[config.mk]
export PLATFORM = sky130hd
export DESIGN_NAME = reg_mux_pipe_flat
export DESIGN_NICKNAME = d
export VERILOG_FILES = /design/src/rtl/reg_mux_pipe_pkg.sv /design/src/rtl/reg_mux_pipe_if.sv /design/src/rtl/reg_mux_pipe_reg_stage.sv /design/src/rtl/reg_mux_pipe.sv /design/src/flat_wrapper.sv
export SDC_FILE = /design/constraint.sdc
export NUM_CORES = 1
export LEC_CHECK = 0
export CAP_MARGIN = 15
export CORE_MARGIN = 2
export CORE_UTILIZATION = 40
export DETAILED_ROUTE_END_ITERATION = 12
export GPL_ROUTABILITY_DRIVEN = 0
export PLACE_DENSITY = 0.73
export SLEW_MARGIN = 25
export SYNTH_ARGS = -nofsm -noshare
export SYNTH_HDL_FRONTEND = slang
export SYNTH_SLANG_ARGS = --single-unit
[constraint.sdc]
create_clock -name clk -period 1.75 [get_ports clk]
set_input_delay 0.525 -clock clk [delete_from_list [all_inputs] [get_ports clk]]
set_output_delay 0.525 -clock clk [all_outputs]
set_load 0.02 [all_outputs]
[src/rtl/reg_mux_pipe_pkg.sv]
// Shared definitions for the run-time selectable operand delay line.
// Holds default geometry and the latency clamp helper.
package reg_mux_pipe_pkg;

    localparam int unsigned RMP_WIDTH   = 18;
    localparam int unsigned RMP_DEPTH   = 3;
    localparam int unsigned RMP_LAT_W   = 2;
    localparam int unsigned RMP_LAT_RST = 3;

    function automatic int unsigned clamp_lat(
        input int unsigned lat,
        input int unsigned depth
    );
        return (lat > depth) ? depth : lat;
    endfunction

endpackage

[src/rtl/reg_mux_pipe_if.sv]
// Operand bus of the delay line: request side and tapped result side.
interface reg_mux_pipe_if
    import reg_mux_pipe_pkg::*;
#(
    parameter int WIDTH = RMP_WIDTH,
    parameter int LAT_W = RMP_LAT_W
);
    logic             ce;
    logic [LAT_W-1:0] lat;
    logic             in_valid;
    logic [WIDTH-1:0] in;
    logic [WIDTH-1:0] out;
    logic             out_valid;
    logic             busy;

    modport master (
        output ce, lat, in_valid, in,
        input  out, out_valid, busy
    );

    modport slave (
        input  ce, lat, in_valid, in,
        output out, out_valid, busy
    );
endinterface

[src/rtl/reg_mux_pipe_reg_stage.sv]
// One delay stage: data plus valid in a single word, with enable and
// synchronous reset.
module reg_mux_pipe_reg_stage #(
    parameter int W = 19
) (
    input  logic         clk,
    input  logic         rst,
    input  logic         i_ce,
    input  logic [W-1:0] i_d,
    output logic [W-1:0] o_q
);
    logic [W-1:0] r_q;

    always_ff @(posedge clk) begin
        if (rst) begin
            r_q <= '0;
        end else if (i_ce) begin
            r_q <= i_d;
        end
    end

    assign o_q = r_q;
endmodule

[src/rtl/reg_mux_pipe.sv]
// Delay line of DEPTH stages with run-time latency tap, valid tracking
// and a settle indication after latency changes.
module reg_mux_pipe
    import reg_mux_pipe_pkg::*;
#(
    parameter int WIDTH   = RMP_WIDTH,
    parameter int DEPTH   = RMP_DEPTH,
    parameter int LAT_W   = RMP_LAT_W,
    parameter int LAT_RST = RMP_LAT_RST
) (
    input logic           clk,
    input logic           rst,
    reg_mux_pipe_if.slave bus
);
    logic [LAT_W-1:0] r_lat_q;
    logic [LAT_W-1:0] r_cnt;
    logic [LAT_W-1:0] w_lat_c;
    logic [LAT_W-1:0] w_cnt_ld;
    logic             w_chg;
    logic [WIDTH:0]   w_d [DEPTH];
    logic [WIDTH:0]   w_q [DEPTH];
    logic [WIDTH-1:0] w_out;
    logic             w_out_v;

    assign w_lat_c  = LAT_W'(clamp_lat(32'(bus.lat), DEPTH));
    assign w_chg    = bus.ce && (w_lat_c != r_lat_q);
    assign w_cnt_ld = (w_lat_c == '0) ? '0 : w_lat_c - 1'b1;

    always_ff @(posedge clk) begin
        if (rst) begin
            r_lat_q <= LAT_W'(LAT_RST);
            r_cnt   <= '0;
        end else if (bus.ce) begin
            if (w_chg) begin
                r_lat_q <= w_lat_c;
                r_cnt   <= w_cnt_ld;
            end else if (r_cnt != '0) begin
                r_cnt <= r_cnt - 1'b1;
            end
        end
    end

    // A latency change drops every in-flight valid except the new sample
    for (genvar g = 0; g < DEPTH; g++) begin : g_stage
        if (g == 0) begin : g_head
            assign w_d[g] = {bus.in_valid, bus.in};
        end else begin : g_tail
            assign w_d[g] = {w_q[g-1][WIDTH] & ~w_chg,
                             w_q[g-1][WIDTH-1:0]};
        end

        reg_mux_pipe_reg_stage #(
            .W (WIDTH + 1)
        ) u_stage (
            .clk  (clk),
            .rst  (rst),
            .i_ce (bus.ce),
            .i_d  (w_d[g]),
            .o_q  (w_q[g])
        );
    end

    always_comb begin
        w_out   = bus.in;
        w_out_v = bus.in_valid;
        for (int k = 0; k < DEPTH; k++) begin
            if (r_lat_q == LAT_W'(k + 1)) begin
                w_out   = w_q[k][WIDTH-1:0];
                w_out_v = w_q[k][WIDTH];
            end
        end
    end

    assign bus.out       = w_out;
    assign bus.out_valid = w_out_v;
    assign bus.busy      = (r_cnt != '0);
endmodule

[src/flat_wrapper.sv]
// flat-port wrapper written by rule: the top's interface ports become plain ports
module reg_mux_pipe_flat import reg_mux_pipe_pkg::*;
#(
    parameter int WIDTH   = RMP_WIDTH,
    parameter int DEPTH   = RMP_DEPTH,
    parameter int LAT_W   = RMP_LAT_W,
    parameter int LAT_RST = RMP_LAT_RST
)
  (clk, rst, bus_ce, bus_lat, bus_in_valid, bus_in, bus_out, bus_out_valid, bus_busy);
  reg_mux_pipe_if #(.WIDTH(WIDTH), .LAT_W(LAT_W)) bus_i ();
  input logic clk;
  input logic rst;
  input wire logic [$bits(bus_i.ce)-1:0] bus_ce;
  input wire logic [$bits(bus_i.lat)-1:0] bus_lat;
  input wire logic [$bits(bus_i.in_valid)-1:0] bus_in_valid;
  input wire logic [$bits(bus_i.in)-1:0] bus_in;
  output wire logic [$bits(bus_i.out)-1:0] bus_out;
  output wire logic [$bits(bus_i.out_valid)-1:0] bus_out_valid;
  output wire logic [$bits(bus_i.busy)-1:0] bus_busy;
  assign bus_i.ce = bus_ce;
  assign bus_i.lat = bus_lat;
  assign bus_i.in_valid = bus_in_valid;
  assign bus_i.in = bus_in;
  assign bus_out = bus_i.out;
  assign bus_out_valid = bus_i.out_valid;
  assign bus_busy = bus_i.busy;
  reg_mux_pipe #(.WIDTH(WIDTH), .DEPTH(DEPTH), .LAT_W(LAT_W), .LAT_RST(LAT_RST)) u_core (.clk(clk), .rst(rst), .bus(bus_i));
endmodule
==> results.sh <==
export IMPL_yosysUniqueCellTypes=25
export IMPL_finalPower_mw=3.365
export IMPL_num_rows=30
export IMPL_wl_mm=5.739
export IMPL_io_pins=44
export IMPL_drt_wirelength_per_cell_um=13.93
export IMPL_top_layer="met4"
export IMPL_first_pass_iters=4
export IMPL_antenna_found_initial=0
export IMPL_synth_nets=265
export IMPL_cts_htree_levels=3
export IMPL_netSwitchingFraction=0.2433
export IMPL_dp_hpwl_mm=3.997
export IMPL_rsz0062_at_grt="yes"
export IMPL_grt_start_max_net_pins=43
export IMPL_ys_ff_latch=61
export IMPL_pre_cts_ws_ns=-0.7624
export IMPL_crit_type="reg2out"
export IMPL_die_h_um=86.50
export IMPL_synth_ff_type="dfxtp_1"
export IMPL_first_iter_violations=85
export IMPL_fmax_mhz=485.6
export IMPL_slew_viol_final=0
export IMPL_drive_above_1_share=0.3434
export IMPL_finalSetupViolCount=19
export IMPL_yosys_warnings=0
export IMPL_critical_path_arrival_ns=1.53
export IMPL_cts_root_buf="clkbuf_8"
export IMPL_grt_util_all_layers=0.1685
export IMPL_worstMarginPinSlew_ns=0.2616
export IMPL_synth_avg_cell_area_sq_um=11.34
export IMPL_die_w_um=86.50
export IMPL_period_needed_ns=2.059
export IMPL_grt_pass1_vias=2074
export IMPL_cts_sinks=61
export IMPL_cts_tree="done"
export IMPL_area_delta_synth_final_pct=41.41
export IMPL_p_sw_mw=0.8186
export IMPL_drt_antenna_violating_nets=0
export IMPL_p_int_mw=2.547
export IMPL_post_route_period_util=1.177
export IMPL_end_kind="output port"
export IMPL_io_buffers=43
export IMPL_synth_edf_count=0
export IMPL_worstPathRequired_ns=1.22
export IMPL_wl_met3_um=291
export IMPL_final_common_cell="dfxtp_1"
export IMPL_clock_power_share=0.401
export IMPL_cap_violations=0
export IMPL_utilization=0.5762
export IMPL_cts_made_buffers=9
export IMPL_setup_ws_ns=-0.3093
export IMPL_place_area_sq_um=3587
export IMPL_antennaDiodeCount=0
export IMPL_route_vias_total=2095
export IMPL_met2_length_mm=2.881
export IMPL_start_util=0.4075
export IMPL_crit_fanout=6
export IMPL_finalHoldViolations=0
export IMPL_clk_pin_slew_ns=0.07
export IMPL_fin_nets=352
export IMPL_holdCritPathClass="in2reg"
export IMPL_final_area_sq_um=3850
export IMPL_start_kind="flop"
export IMPL_pwr_share_comb=0.161
export IMPL_violations="negative setup slack"
export IMPL_die_area_sq_um=7482
export IMPL_seq_area_frac_synth=0.4485
export IMPL_peakVddDrop_mv=0.5172
export IMPL_drt_met1_wl_mm=2.502
export IMPL_vias_per_cell=5.085
export IMPL_gr_total_overflow=0
export IMPL_drc=0
export IMPL_ys_async_sr_fraction=0
export IMPL_clock_latency_ns=0.33
export IMPL_power_frac_seq=0.438
export IMPL_leakage_nw=1.814
export IMPL_mostFrequentLayoutCells="59 x dfxtp_1, 56 x mux2i_1, 55 x nor2_1"
export IMPL_ctsHoldBuffers=0
export IMPL_syn_inst=240
export IMPL_clockBufferDepth=2
export IMPL_slew_headroom=0.8256
export IMPL_finalClockSkew_ns=0.005291
export IMPL_core_sq_um=6681
export IMPL_syn_area_sq_um=2723
export IMPL_status="finished with violations"
export IMPL_p_per_area_nw_per_um2=874.1
export IMPL_grt_pass1_wl_mm=9.687
path summary, 6_finish.rpt:
kind / slack [ns] / cells past startpoint / endpoint / start
setup / recovery: -0.31 / 3 / bus_out[9] / u_core.r_lat_q[1]
hold reg to reg: 0.48 / 2 / u_core.g_stage[2].u_stage.o_q[18] / u_core.g_stage[2].u_stage.o_q[18]
setup reg to reg: 0.42 / 5 / u_core.r_cnt[0] / u_core.r_lat_q[0]
hold / removal: 0.47 / 3 / u_core.g_stage[0].u_stage.o_q[8] / bus_in[8]
cell usage after synthesis (2+ instances only):
cell | number | area, sq um
dfxtp_1 | 61 | 1221
mux2i_1 | 56 | 560.5
nor2_1 | 55 | 206.5
mux4_2 | 19 | 427.9
buf_2 | 12 | 60.06
inv_1 | 5 | 18.77
clkbuf_1 | 4 | 15.01
a21oi_1 | 3 | 15.01
nand2_1 | 3 | 11.26
nand2b_1 | 3 | 18.77
buf_6 | 2 | 22.52
nand3_1 | 2 | 10.01
o211ai_1 | 2 | 15.01
xor2_1 | 2 | 17.52
power by group through the flow:
stage | clock network (mW) | logic [mW] | registers [mW]
4_1_cts | 1.39 | 0.562 | 1.47
3_3_place_gp | 0 | 0.534 | 1.50
2_1_floorplan | 0 | 0.297 | 1.50
3_5_place_dp | 0 | 0.546 | 1.50
5_1_grt | 1.44 | 0.587 | 1.48
6_report | 1.35 | 0.543 | 1.47
worst max-delay path, stage by stage, from the launching register on:
cell     delay [ns]
dfxtp_4        0.39
buf_12         0.14
mux4_2         0.52
buf_6          0.15
cell families after synthesis:
logic type	Yosys count	synth area share
AOI/OAI and AO/OA	12	0.03677
DFF	61	0.4485
and+or+nand+nor	64	0.09283
buffers and inverters	25	0.04780
adders and majority gates	1	0.004595
muxes	75	0.3631
xor gates and xnor gates	2	0.006435
per-stage QoR:
step                setup TNS [ns]  hold WS (ns)  instances
global placement            -13.81        0.4535        395
global route                -6.614        0.4811        412
CTS                         -6.570        0.4894        413
floorplan                        0        0.4422        240
detailed placement          -13.91        0.4777        395
finish                      -5.520        0.4697        412
state kept, by name, indices dropped and copies added, names as in the netlist:
name	cells
u_core.r_lat_q	2
u_core.r_cnt	2
u_core.g_stage.u_stage.o_q	57
what timing repair did:
action                                  in CTS  in global routing
endpoints found under the setup margin      20                 19
gates resized for setup                    136                  6
buffers inserted                             1                  0
gates cloned                                 1                  0
final cells by class:
| type | count | area [sq um] |
|---|---|---|
| timing repair buffer | 95 | 909.6 |
| tap | 80 | 100.1 |
| multi-input combinational | 154 | 1371 |
| fill | 578 | 2831 |
| clock inverter | 6 | 87.58 |
| inverter | 6 | 25.02 |
| clock buffer | 10 | 127.6 |
| sequential | 61 | 1229 |
metal layers:
| metal | track usage | up-vias |
|---|---|---|
| met5 | 0 | - |
| met4 | 0.04403 | 0 |
| met3 | 0.06952 | 8 |
| met2 | 0.2832 | 40 |
| met1 | 0.1999 | 1019 |
| li1 | - | 1028 |
Power figures use the tool's default switching activity.
